File: src/rtl/mem_port_arbiter.sv
// mem_port_arbiter: shares one single-port synchronous memory (1-cycle read
// latency) between the instruction-fetch port and the data port.
// Data wins by default; a starvation counter forces a fetch grant after
// STARVE_MAX consecutive denied fetch cycles.
// Optional build macro MEM_ARB_STATS_EN adds stall-cycle counters
// stat_istall / stat_dstall (32 bit, wrapping).
module mem_port_arbiter #(
  parameter int unsigned ADDR_W     = 12,
  parameter int unsigned DATA_W     = 16,
  parameter int unsigned STARVE_MAX = 4
) (
  input  logic              Clock,
  input  logic              Resetn,
  input  logic [15:0]       InstrAddr,
  input  logic              InstrRead,
  output logic              InstrWaitreq,
  output logic [DATA_W-1:0] InstrIn,
  input  logic [15:0]       DataAddr,
  input  logic              ReadData,
  input  logic              WriteData,
  input  logic [DATA_W-1:0] DataOut,
  output logic              DataWaitreq,
  output logic [DATA_W-1:0] DataIn,
  output logic [ADDR_W-1:0] mem_addr,
  output logic [DATA_W-1:0] mem_wdata,
  output logic              mem_wren,
  input  logic [DATA_W-1:0] mem_q
`ifdef MEM_ARB_STATS_EN
  ,
  output logic [31:0]       stat_istall,
  output logic [31:0]       stat_dstall
`endif
);

  localparam int unsigned CNT_W = $clog2(STARVE_MAX + 1);
  localparam logic [CNT_W-1:0] STARVE_LIM = CNT_W'(STARVE_MAX);

  typedef enum logic [1:0] {
    IDLE,
    RD_I,
    RD_D
  } ret_state_e;

  ret_state_e        state_q, state_d;
  logic [CNT_W-1:0]  starve_q, starve_d;
  logic [ADDR_W-1:0] last_addr_q;
  logic [DATA_W-1:0] instr_hold_q, data_hold_q;
  logic              data_req, starved, grant_i, grant_d;

  // Upper address bits are intentionally dropped: addresses wrap inside the memory.
  generate
    if (ADDR_W < 16) begin : g_trunc
      logic unused_hi_addr;
      assign unused_hi_addr = ^{InstrAddr[15:ADDR_W], DataAddr[15:ADDR_W]};
    end
  endgenerate

  // Arbitration, memory-side drive, waitreq outputs and next-state logic.
  always_comb begin
    data_req     = ReadData | WriteData;
    starved      = (starve_q == STARVE_LIM);
    grant_i      = 1'b0;
    grant_d      = 1'b0;
    state_d      = IDLE;
    starve_d     = starve_q;
    mem_addr     = last_addr_q;
    mem_wdata    = DataOut;
    mem_wren     = 1'b0;

    if (Resetn) begin
      if (InstrRead && (starved || !data_req)) begin
        grant_i = 1'b1;
      end else if (data_req) begin
        grant_d = 1'b1;
      end
    end

    InstrWaitreq = !Resetn || (InstrRead && !grant_i);
    DataWaitreq  = !Resetn || (data_req && !grant_d);

    if (grant_i) begin
      mem_addr = InstrAddr[ADDR_W-1:0];
      state_d  = RD_I;
    end else if (grant_d) begin
      mem_addr = DataAddr[ADDR_W-1:0];
      mem_wren = WriteData;
      if (!WriteData) begin
        state_d = RD_D;
      end
    end

    if (!InstrRead || grant_i) begin
      starve_d = '0;
    end else if (!starved) begin
      starve_d = starve_q + CNT_W'(1);
    end
  end

  // Return routing: mem_q goes to the owner of the previous read, the other holds.
  // Gating with Resetn discards a return that lands in a reset cycle.
  always_comb begin
    InstrIn = instr_hold_q;
    DataIn  = data_hold_q;
    if (Resetn && (state_q == RD_I)) begin
      InstrIn = mem_q;
    end
    if (Resetn && (state_q == RD_D)) begin
      DataIn = mem_q;
    end
  end

  // Return-owner FSM and starvation counter registers.
  always_ff @(posedge Clock) begin
    if (!Resetn) begin
      state_q  <= IDLE;
      starve_q <= '0;
    end else begin
      state_q  <= state_d;
      starve_q <= starve_d;
    end
  end

  // Held read data and last granted address.
  always_ff @(posedge Clock) begin
    if (!Resetn) begin
      instr_hold_q <= '0;
      data_hold_q  <= '0;
      last_addr_q  <= '0;
    end else begin
      instr_hold_q <= InstrIn;
      data_hold_q  <= DataIn;
      if (grant_i || grant_d) begin
        last_addr_q <= mem_addr;
      end
    end
  end

`ifdef MEM_ARB_STATS_EN
  logic [31:0] stat_istall_q, stat_dstall_q;

  // Stall-cycle counters; wrap naturally at 2^32.
  always_ff @(posedge Clock) begin
    if (!Resetn) begin
      stat_istall_q <= '0;
      stat_dstall_q <= '0;
    end else begin
      if (InstrRead && InstrWaitreq) begin
        stat_istall_q <= stat_istall_q + 32'd1;
      end
      if (data_req && DataWaitreq) begin
        stat_dstall_q <= stat_dstall_q + 32'd1;
      end
    end
  end

  assign stat_istall = stat_istall_q;
  assign stat_dstall = stat_dstall_q;
`endif

endmodule

File: config.mk
export PLATFORM = sky130hd
export DESIGN_NAME = mem_port_arbiter
export DESIGN_NICKNAME = d
export VERILOG_FILES = /design/src/rtl/mem_port_arbiter.sv
export SDC_FILE = /design/constraint.sdc
export NUM_CORES = 1
export LEC_CHECK = 0
export BUFFER_PORTS_ARGS = -buffer_cell sky130_fd_sc_hd__clkbuf_2
export CAP_MARGIN = 20
export CORE_UTILIZATION = 44
export CTS_CLUSTER_DIAMETER = 100
export DETAILED_ROUTE_END_ITERATION = 6
export PLACE_DENSITY = 0.91
export SYNTH_ARGS = -nofsm -noshare
export SYNTH_HDL_FRONTEND = slang
export SYNTH_SLANG_ARGS = --single-unit
File: constraint.sdc
create_clock -name Clock -period 1.75 [get_ports Clock]
set_input_delay 0.175 -clock Clock [delete_from_list [all_inputs] [get_ports Clock]]
set_output_delay 0.175 -clock Clock [all_outputs]
set_load 0.005 [all_outputs]
Yosys cells after proc, flatten, opt, wreduce, memory -nomap -nowiden
Index checks and enable logic that the tools add are counted.
{"block": "word_totals", "reg_bits": 49, "input_bits": 69, "out_inout_bits": 63, "elab_cells": 44}
{"block": "classes", "add_sub_neg": 1, "eq_ne": 3, "n_mux": 14, "bitwise_logic": 3, "n_reduce_logical": 17}
{"operator": "2-to-1 mux 16 bit", "count": 2}
{"operator": "2-to-1 mux 12 bit", "count": 2}
{"operator": "2-to-1 mux 1 bit", "count": 9}
{"operator": "logical AND 1 bit", "count": 5}
{"operator": "logical NOT 1 bit", "count": 5}
{"operator": "logical OR 1 bit", "count": 5}
{"operator": "adder 3 x 1 -> 3 bit, second input constant", "count": 1}
{"operator": "== test 3 bit, second input constant", "count": 1}
{"operator": "OR reduction 3 bit", "count": 1}
{"operator": "== test 2 x 1 -> 1 bit, second input constant", "count": 1}
{"operator": "== test 2 bit, second input constant", "count": 1}
{"operator": "2-to-1 mux 2 bit", "count": 1}
{"operator": "NOT 1 bit", "count": 2}
{"operator": "OR reduction 2 bit", "count": 1}
{"operator": "bitwise OR 1 bit", "count": 1}

Depth between registers and ports, before layout
Gate-level depths: netlist (run 1).
{"block": "depth", "ltp_word": 9, "depth_mapped": 6, "depth_no_buf": 5}

Least setup slack after synthesis (run 1)
Ideal clock, no wire load.
{"block": "synth_timing", "path_type": "reg-to-output", "from": "register starve_q[0]", "to": "output mem_addr[0]", "t_arrival_ns": 1.277, "t_required_ns": 1.575, "path_slack_ns": 0.298, "stages_incl_launch_ff": 7, "n_path_buf": 1, "cell_sequence": "dfxtp_1 inv_1 ha_1 nand3_1 clkbuf_1 nand4_1 nand3_1"}
{"block": "synth_between", "elab_chain_cells": 7, "word_cells_on_any_way": 9, "classes_between": "eq/ne (1); mux (6); reduce/logical (2)"}
{"element": "from (decl)", "line": "45", "source": "logic [CNT_W-1:0] starve_q, starve_d;"}
{"element": "from (signal assigned)", "line": "119", "source": "starve_q <= starve_d;"}
{"element": "== test 3 bit *", "line": "61", "source": "starved = (starve_q == STARVE_LIM);"}
{"element": "logical OR 1 bit *", "line": "71", "source": "if (InstrRead && (starved || !data_req)) begin"}
{"element": "logical AND 1 bit *", "line": "71"}
{"element": "2-to-1 mux 1 bit", "line": "71"}
{"element": "2-to-1 mux 1 bit", "line": "70", "source": "if (Resetn) begin"}
{"element": "2-to-1 mux 12 bit", "line": "84", "source": "end else if (grant_d) begin"}
{"element": "2-to-1 mux 12 bit *", "line": "81", "source": "if (grant_i) begin"}
{"element": "to (decl)", "line": "24", "source": "output logic [ADDR_W-1:0] mem_addr,"}
Mark *: on every way between the ends. The rest lies on a longest branch, timed or not.

Final worst setup path (run 1)
{"block": "layout_timing", "from": "register state_q[0]", "to": "output DataIn[2]"}
{"block": "layout_between", "elab_chain_cells": 3}
{"element": "from (decl)", "line": "44", "source": "ret_state_e state_q, state_d;"}
{"element": "from (signal assigned)", "line": "118", "source": "state_q <= state_d;"}
{"element": "== test 2 bit", "line": "107", "source": "if (Resetn && (state_q == RD_D)) begin"}
{"element": "logical AND 1 bit", "line": "107"}
{"element": "2-to-1 mux 16 bit", "line": "107"}
{"element": "to (decl)", "line": "23", "source": "output logic [DATA_W-1:0] DataIn,"}
No other way between the ends.

==> impl_summary.txt, run 1 <==
----------------------------------------------------
[Run status]
  Result of the run ... completed

[Setup path]
  Cells on worst reg2reg path ... 6
  Critical path endpoint category ... primary output
  Origin of the critical flop-to-flop path ... starve_q[1]$_SDFFE_PP0P_
  R2r endpoint ... last_addr_q[0]$_SDFFE_PN0P_
  Critical Path AT ... 1510 ps
  Data required time of the worst path ... 1570 ps
  Type of origin of the critical path ... register
  Worst setup slack for register-to-register paths ... 390 ps
  Max FO, Critical Path ... 8
  Critical path class ... register to primary output

[Placement]
  Number of cells in the design after placement ... 375
  Gpl congestion ... 0.734
  Number of I/O port buffers ... 91
  Post-DP Area ... 0.00278 mm²
  Estimated wirelength of the detail-placed design ... 3.95 mm

[STA]
  Measured slew at the worst slew-check pin ... 386 ps
  Setup Skew ... 4.73 ps
  Setup repair after global routing missed its margin ... yes
  Number of endpoints failing setup at the final stage ... 0
  Highest achievable clock rate ... 593 MHz
  Final count of pins violating max slew ... 0
  Final min period ... 1690 ps
  Crit share post-route ... 96.3%
  Total Neg Setup Slack ... 0 ps
  Worst rel slew slack ... 74.2%
  Number of failing hold endpoints at the final stage ... 0

[Route]
  Number of DRC violations after detailed routing ... 0
  Detailed-route via count ... 2108
  Detail Route Antenna Nets ... 0
  Total wirelength of the detailed-routed design ... 5.82 mm
  First-pass iteration count of the detailed router ... 4
  Routed via count divided by cell count ... 5.28
  First DRT Iteration DRCs ... 33
  Average wire length per cell after detail routing ... 14.6 µm

[Global routing]
  Number of antenna violations at the first check in global routing ... 0
  Overflow left after global routing ... 0
  Largest net degree at the start of global routing ... 45
  First-pass GRT wire length ... 8.35 mm
  Number of global-route vias before repair ... 1857
  Aggregate global-route resource usage ... 19.6%

[Final layout]
  Antenna diodes ... 0
  Multi-input logic area ... 0.00126 mm²
  Final cell count without fillers ... 399
  Filler cells ... 438
  Flip-flop and latch area ... 983 µm²
  End-of-flow core utilization ... 60.2%
  Layout area overhead ... 29.6%
  Layout Cell Area excl Fill ... 0.00311 mm²
  Fraction of layout instances using a drive strength above 1 ... 48.9%
  Layout Nets ... 399

[Synthesis]
  Synthesized flop and latch total ... 49
  Post-synthesis instance area ... 0.00240 mm²
  Share of the synthesized area in the top cell type ... 40.8%
  Avg Inst Size Synth ... 9.89 µm²
  Sequential area share after synthesis ... 40.8%
  Top cells by area in the synthesized netlist ... sky130_fd_sc_hd__dfxtp_1 (41%), sky130_fd_sc_hd__mux2_4 (13%), sky130_fd_sc_hd__and2_1 (8.3%)
  Dominant cell type by area after synthesis ... sky130_fd_sc_hd__dfxtp_1
  Distinct cell type count of the synthesized netlist ... 27
  Number of nets in the synthesized netlist ... 314
  Synth Instances ... 243
  Count of warnings emitted by yosys ... 0

[Power and ir drop]
  Power density of the placed cells ... 744 mW/mm²
  Max IR drop VDD ... 0.562 mV
  Leakage ... 1.55 nW
  Total Power Consumption ... 2.32 mW

[Worst hold path]
  Worst hold path type ... input port to register
  Hold-critical path endpoint ... last_addr_q[6]$_SDFFE_PN0P_
  Cell count of the worst hold path ... 3
  Hold wc startpoint ... DataAddr[6]

[Clock tree]
  Clock latency reported for the late side of the worst-skew pair ... 290 ps
  TritonCTS clock tree ... built
  Num CTS Buffers ... 5
  Clock-pin slew on the worst setup and hold paths ... 90 ps
  Num Clock Sinks ... 49
  CTS max path bufs ... 2
  CTS H-Tree Depth ... 2
  Clock root buffer ... sky130_fd_sc_hd__clkbuf_8

[Die]
  Die height ... 75.9 µm
  Cell Rows ... 26
  Core area ... 0.00517 mm²
  Die area ... 0.00576 mm²
  Die width ... 75.9 µm
  Effective utilization at floorplan ... 46.4%
  Top Ports ... 132

[Job]
  Number of max-cap violations ... 0

----------------------------------------------------
-- cells in the mapped netlist, drive strengths merged --
master / instances
nor2b: 1
or3: 1
mux2i: 1
o21ai: 14
a31oi: 12
nand3: 13
nand2: 13
nand3b: 2
o31ai: 1
o2bb2ai: 1
nor2: 2
dfxtp: 49
or2: 1
and4b: 1
mux2: 32
nand4: 24
and2: 32
clkbuf: 9
inv: 4
buf: 24
nor3: 3
and3: 1
ha: 2
-- cell type report --
type,instances,share of cell area [%]
Sequential cell,49,31.6
Multi-Input combinational cell,158,40.6
Tap cell,70,2.81
Clock inverter,2,1.21
Clock buffer,6,2.65
Timing Repair Buffer,110,20.7
Inverter,4,0.482
-- routing by layer --
| metal | share of wire (%) | track usage [%] | vias up |
|---|---|---|---|
| li1 | - | - | 1023 |
| met1 | 38 | 20.4 | 969 |
| met2 | 53 | 38.0 | 108 |
| met3 | 8.2 | 5.29 | 8 |
| met4 | 0.62 | 5.76 | 0 |
| met5 | 0 | 0 | - |
-- flip-flops by register name, indices dropped and copies added, names as in the netlist --
signal	count
starve_q	3
data_hold_q	16
last_addr_q	12
instr_hold_q	16
state_q	2
-- worst max-delay path, cell delays in order (launching register included) --
cell and delay, ps:
sky130_fd_sc_hd__dfxtp_1 390, sky130_fd_sc_hd__nand3b_4 220, sky130_fd_sc_hd__buf_4 140, sky130_fd_sc_hd__mux2_2 340, sky130_fd_sc_hd__clkbuf_2 110
-- stage by stage --
step	worst slack (ps)	hold WS [ps]
final	64.6	170
after global routing	-16.0	163
after CTS	5.10	157
after detailed placement	189	350
after global placement	241	350
after floorplan	298	360
-- what timing repair did --
item	CTS	global route
endpoints found under the setup margin	14	33
gates resized for setup	7	9
cloned	2	0
pin swaps	1	18
hold buffers	0	0
buffers inserted	2	12
-- layout by cell type, fill, tap and decap left out, types with 3 or more instances in the layout --
master                     instances
sky130_fd_sc_hd__a31oi_1          12
sky130_fd_sc_hd__and2_1           32
sky130_fd_sc_hd__nand3_1          12
sky130_fd_sc_hd__nand2_1          13
sky130_fd_sc_hd__clkbuf_2         88
sky130_fd_sc_hd__mux2_2           12
sky130_fd_sc_hd__nand4_1          24
sky130_fd_sc_hd__buf_4            14
sky130_fd_sc_hd__clkbuf_8          6
sky130_fd_sc_hd__buf_2             3
sky130_fd_sc_hd__nor3_1            3
sky130_fd_sc_hd__o21ai_1           5
sky130_fd_sc_hd__dfxtp_1          47
sky130_fd_sc_hd__mux2_4           20
sky130_fd_sc_hd__o21ai_0           9
sky130_fd_sc_hd__buf_12            3
-- where the power goes --
group | internal [mW] | switching, mW
registers | 1.15 | 0.0142
clock network | 0.465 | 0.367
logic | 0.162 | 0.164
-- logic make-up (layout without fill, tap and decap cells) --
logic type	after synthesis	count (layout)	synth area share, %
buffers and inverters	37	122	9.22
flip-flops	49	49	40.8
AND/OR/NAND/NOR	94	94	23.4
adder cells (fa/ha/maj)	2	2	1.04
multiplexers	33	33	18.5
AO/OA/AOI/OAI	28	29	6.98
-- worst max-delay path by stage --
stage | start | to | slack, ps
4_1_cts | state_q[0]$_SDFF_PN0_ | DataIn[2] | 5
2_1_floorplan | starve_q[0]$_SDFFE_PP0P_ | mem_addr[0] | 300
3_5_place_dp | starve_q[0]$_SDFFE_PP0P_ | mem_addr[0] | 190
6_report | state_q[0]$_SDFF_PN0_ | DataIn[2] | 60
5_1_grt | starve_q[1]$_SDFFE_PP0P_ | mem_addr[0] | -20
3_3_place_gp | starve_q[0]$_SDFFE_PP0P_ | mem_addr[7] | 240
No activity file was read; power rests on OpenSTA's default activity.
==> run 2, diff against run 1 <==
- CELL_PAD_IN_SITES_DETAIL_PLACEMENT: default -> 0
- CELL_PAD_IN_SITES_GLOBAL_PLACEMENT: default -> 1
- CORE_UTILIZATION: 44 -> 32
- PLACE_DENSITY: 0.91 -> 0.92
- SETUP_SLACK_MARGIN: default -> 0.4
==> run 2 against run 1 <==
Compared with the run above: clock power fell by 26%; non-clock buffer count up 25; total power is 5.8% lower; combinational power rose by 25%; core utilization is 9.3 points lower; register-to-register slack worse by 290 ps; sequential power barely moved; sequential cell count unchanged; via count grew 6.6%; final cell count increased by 13%; largest cell class unchanged; highest routed layer unchanged.
==> impl_summary.txt, run 2 (synthesis gave the netlist of run 1 again) <==
----------------------------------------------------
[Run status]
  Result of the run ... completed

[STA]
  Setup Skew ... 7.30 ps (+2.57 ps)
  Final min period ... 1700 ps (+14.1 ps)
  Setup repair after global routing missed its margin ... yes
  Number of failing hold endpoints at the final stage ... 0 (unchanged)
  Highest achievable clock rate ... 588 MHz (-0.83%)
  Final count of pins violating max slew ... 0 (unchanged)
  Crit share post-route ... 97.1% (+0.81 points)
  Measured slew at the worst slew-check pin ... 414 ps (+27.5 ps)
  Worst rel slew slack ... 72.4% (-1.8 points)
  Number of endpoints failing setup at the final stage ... 0 (unchanged)

[Final layout]
  Layout Cell Area excl Fill ... 0.00369 mm² (+19%)
  Fraction of layout instances using a drive strength above 1 ... 55.0% (+6.0 points)
  Layout area overhead ... 53.6%
  Antenna diodes ... 0 (unchanged)
  Multi-input logic area ... 0.00137 mm² (+8.1%)
  Filler cells ... 629 (+44%)
  Layout Nets ... 425 (+6.5%)
  Commonest cells after routing, fill and taps aside ... sky130_fd_sc_hd__clkbuf_2 (50), sky130_fd_sc_hd__buf_6 (50), sky130_fd_sc_hd__dfxtp_1 (44)
  Flip-flop and latch area ... 987 µm² (+0.38%)
  Registers with the most flip-flops ... data_hold_q: 16 flops, instr_hold_q: 16 flops, last_addr_q: 12 flops

[Die]
  Die width ... 88.6 µm (+17%)
  Die height ... 88.6 µm (+17%)
  Cell Rows ... 31 (+19%)
  Effective utilization at floorplan ... 33.1% (-13 points)
  Die area ... 0.00786 mm² (+36%)
  Core area ... 0.00725 mm² (+40%)
  Top Ports ... 132 (unchanged)

[Global routing]
  Overflow left after global routing ... 0 (unchanged)
  Number of global-route vias before repair ... 1975 (+6.4%)
  First-pass GRT wire length ... 9.29 mm (+11%)
  Number of antenna violations at the first check in global routing ... 0 (unchanged)
  Aggregate global-route resource usage ... 15.4% (-4.2 points)
  Largest net degree at the start of global routing ... 52 (+16%)

[Route]
  Total wirelength of the detailed-routed design ... 6.89 mm (+18%)
  Detail Route Antenna Nets ... 0 (unchanged)
  Routed via count divided by cell count ... 4.97 (-5.9%)
  First-pass iteration count of the detailed router ... 4 (unchanged)
  Detailed-route via count ... 2248 (+6.6%)
  Average wire length per cell after detail routing ... 15.2 µm (+4.4%)
  First DRT Iteration DRCs ... 126 (+280%)
  Number of DRC violations after detailed routing ... 0 (unchanged)

[Setup path]
  Cell type of the slowest stage on the worst timing path ... sky130_fd_sc_hd__dfxtp_2
  Critical Path AT ... 1520 ps (about the same)
  Maximum single-stage delay on the critical path ... 330 ps (-60 ps)
  Critical path endpoint category ... primary output
  Cell chain of the critical path ... inv_2, ha_4, o2bb2ai_4, nand4_1, nand3_1, buf_2
  Type of origin of the critical path ... register
  Data required time of the worst path ... 1570 ps (about the same)
  Critical path class ... register to primary output
  Max FO, Critical Path ... 8 (unchanged)

[Power and ir drop]
  Total Power Consumption ... 2.18 mW (-5.8%)
  Max IR drop VDD ... 0.322 mV (-43%)
  Leakage ... 1.79 nW (+16%)
  Power density of the placed cells ... 592 mW/mm² (-20%)

[Clock tree]
  Num Clock Sinks ... 49 (unchanged)
  Clock latency reported for the late side of the worst-skew pair ... 300 ps (about the same)
  CTS max path bufs ... 2 (unchanged)
  Clock root buffer ... sky130_fd_sc_hd__clkbuf_8
  Num CTS Buffers ... 5 (unchanged)
  CTS H-Tree Depth ... 2 (unchanged)
  CTS hold repair buffers ... 0 (unchanged)
  Clock-pin slew on the worst setup and hold paths ... 90 ps (about the same)
  TritonCTS clock tree ... built

[Placement]
  Estimated wirelength of the detail-placed design ... 3.94 mm (-0.14%)
  Post-DP Area ... 0.00281 mm² (+1.0%)
  Number of I/O port buffers ... 91 (unchanged)
  Gpl congestion ... 0.764 (+4.1%)

[Worst hold path]
  Worst hold path type ... input port to register

[Job]
  Number of max-cap violations ... 0 (unchanged)

----------------------------------------------------
[run 2: cell types whose count changed in the layout (fill, tap and decap cells not counted), moves of 2 or more]
cell	delta
sky130_fd_sc_hd__buf_4	+6
sky130_fd_sc_hd__nor3_2	+2
sky130_fd_sc_hd__mux2_2	-12
sky130_fd_sc_hd__dfxtp_2	+3
sky130_fd_sc_hd__dfxtp_1	-3
sky130_fd_sc_hd__buf_6	+48
sky130_fd_sc_hd__nor3_1	-2
sky130_fd_sc_hd__clkbuf_16	+2
sky130_fd_sc_hd__clkbuf_2	-38
sky130_fd_sc_hd__buf_2	+7
sky130_fd_sc_hd__mux2_4	+12
sky130_fd_sc_hd__a31oi_1	-2
[run 2: critical path, delay by kind of cell (launching register included)]
family	cells	cell delay [ps]
flip-flops	1	330
adder cells (fa/ha/maj)	1	210
buffers and inverters	2	180
AO/OA/AOI/OAI	1	190
AND/OR/NAND/NOR	2	310
[run 2: stage by stage]
step / hold WS (ps) / instances / setup slack, ps / utilization, % / setup TNS (ps)
finish: 176 / 452 / 50.5 / 50.9 / 0
global route: 180 / 452 / -15.2 / 50.9 / -36.2
CTS: 161 / 445 / 83.3 / 45.9 / 0
detailed placement: 350 / 404 / 174 / 38.7 / 0
global placement: 350 / 404 / 211 / 38.7 / 0
floorplan: 360 / 243 / 406 / - / 0
[run 2: path summary, 6_finish.rpt]
kind	endpoint	depth (start not counted)	startpoint	slack (ps)
min	last_addr_q[4]$_SDFFE_PN0P_	3	DataAddr[4]	180
min reg2reg	last_addr_q[2]$_SDFFE_PN0P_	2	last_addr_q[2]$_SDFFE_PN0P_	500
max reg2reg	last_addr_q[11]$_SDFFE_PN0P_	9	starve_q[1]$_SDFFE_PP0P_	100
max	mem_addr[8]	6	starve_q[1]$_SDFFE_PP0P_	50
[run 2: repair_timing]
| item | in CTS | in global routing |
|---|---|---|
| pin swaps | 32 | 14 |
| gates cloned | 2 | 2 |
| buffers inserted | 33 | 5 |
| resized for setup | 33 | 61 |
| setup endpoints to repair | 91 | 60 |
[run 2: cell type report]
class,instances,area share [%]
clock buffer,5,1.86
clock inverter,1,0.136
inverter,4,0.407
multi-input combinational,159,37.1
sequential,49,26.7
tap,99,3.36
timing repair buffer,135,30.4
[run 2: power breakdown]
| part | internal (mW) | leakage (nW) | switching [mW] | total [mW] |
|---|---|---|---|---|
| Clock | 0.264 | 0.0399 | 0.352 | 0.616 |
| Sequential | 1.15 | 0.400 | 0.0141 | 1.16 |
| Combinational | 0.217 | 1.35 | 0.190 | 0.408 |
| Total | 1.63 | 1.79 | 0.557 | 2.18 |
[run 2: metal layers]
| layer | vias to the layer above | global-route usage [%] | wire length (µm) |
|---|---|---|---|
| li1 | 1072 | - | - |
| met1 | 1091 | 17.7 | 2820 |
| met2 | 78 | 28.3 | 3640 |
| met3 | 7 | 3.45 | 360 |
| met4 | 0 | 4.84 | 66 |
| met5 | - | 0 | 0 |
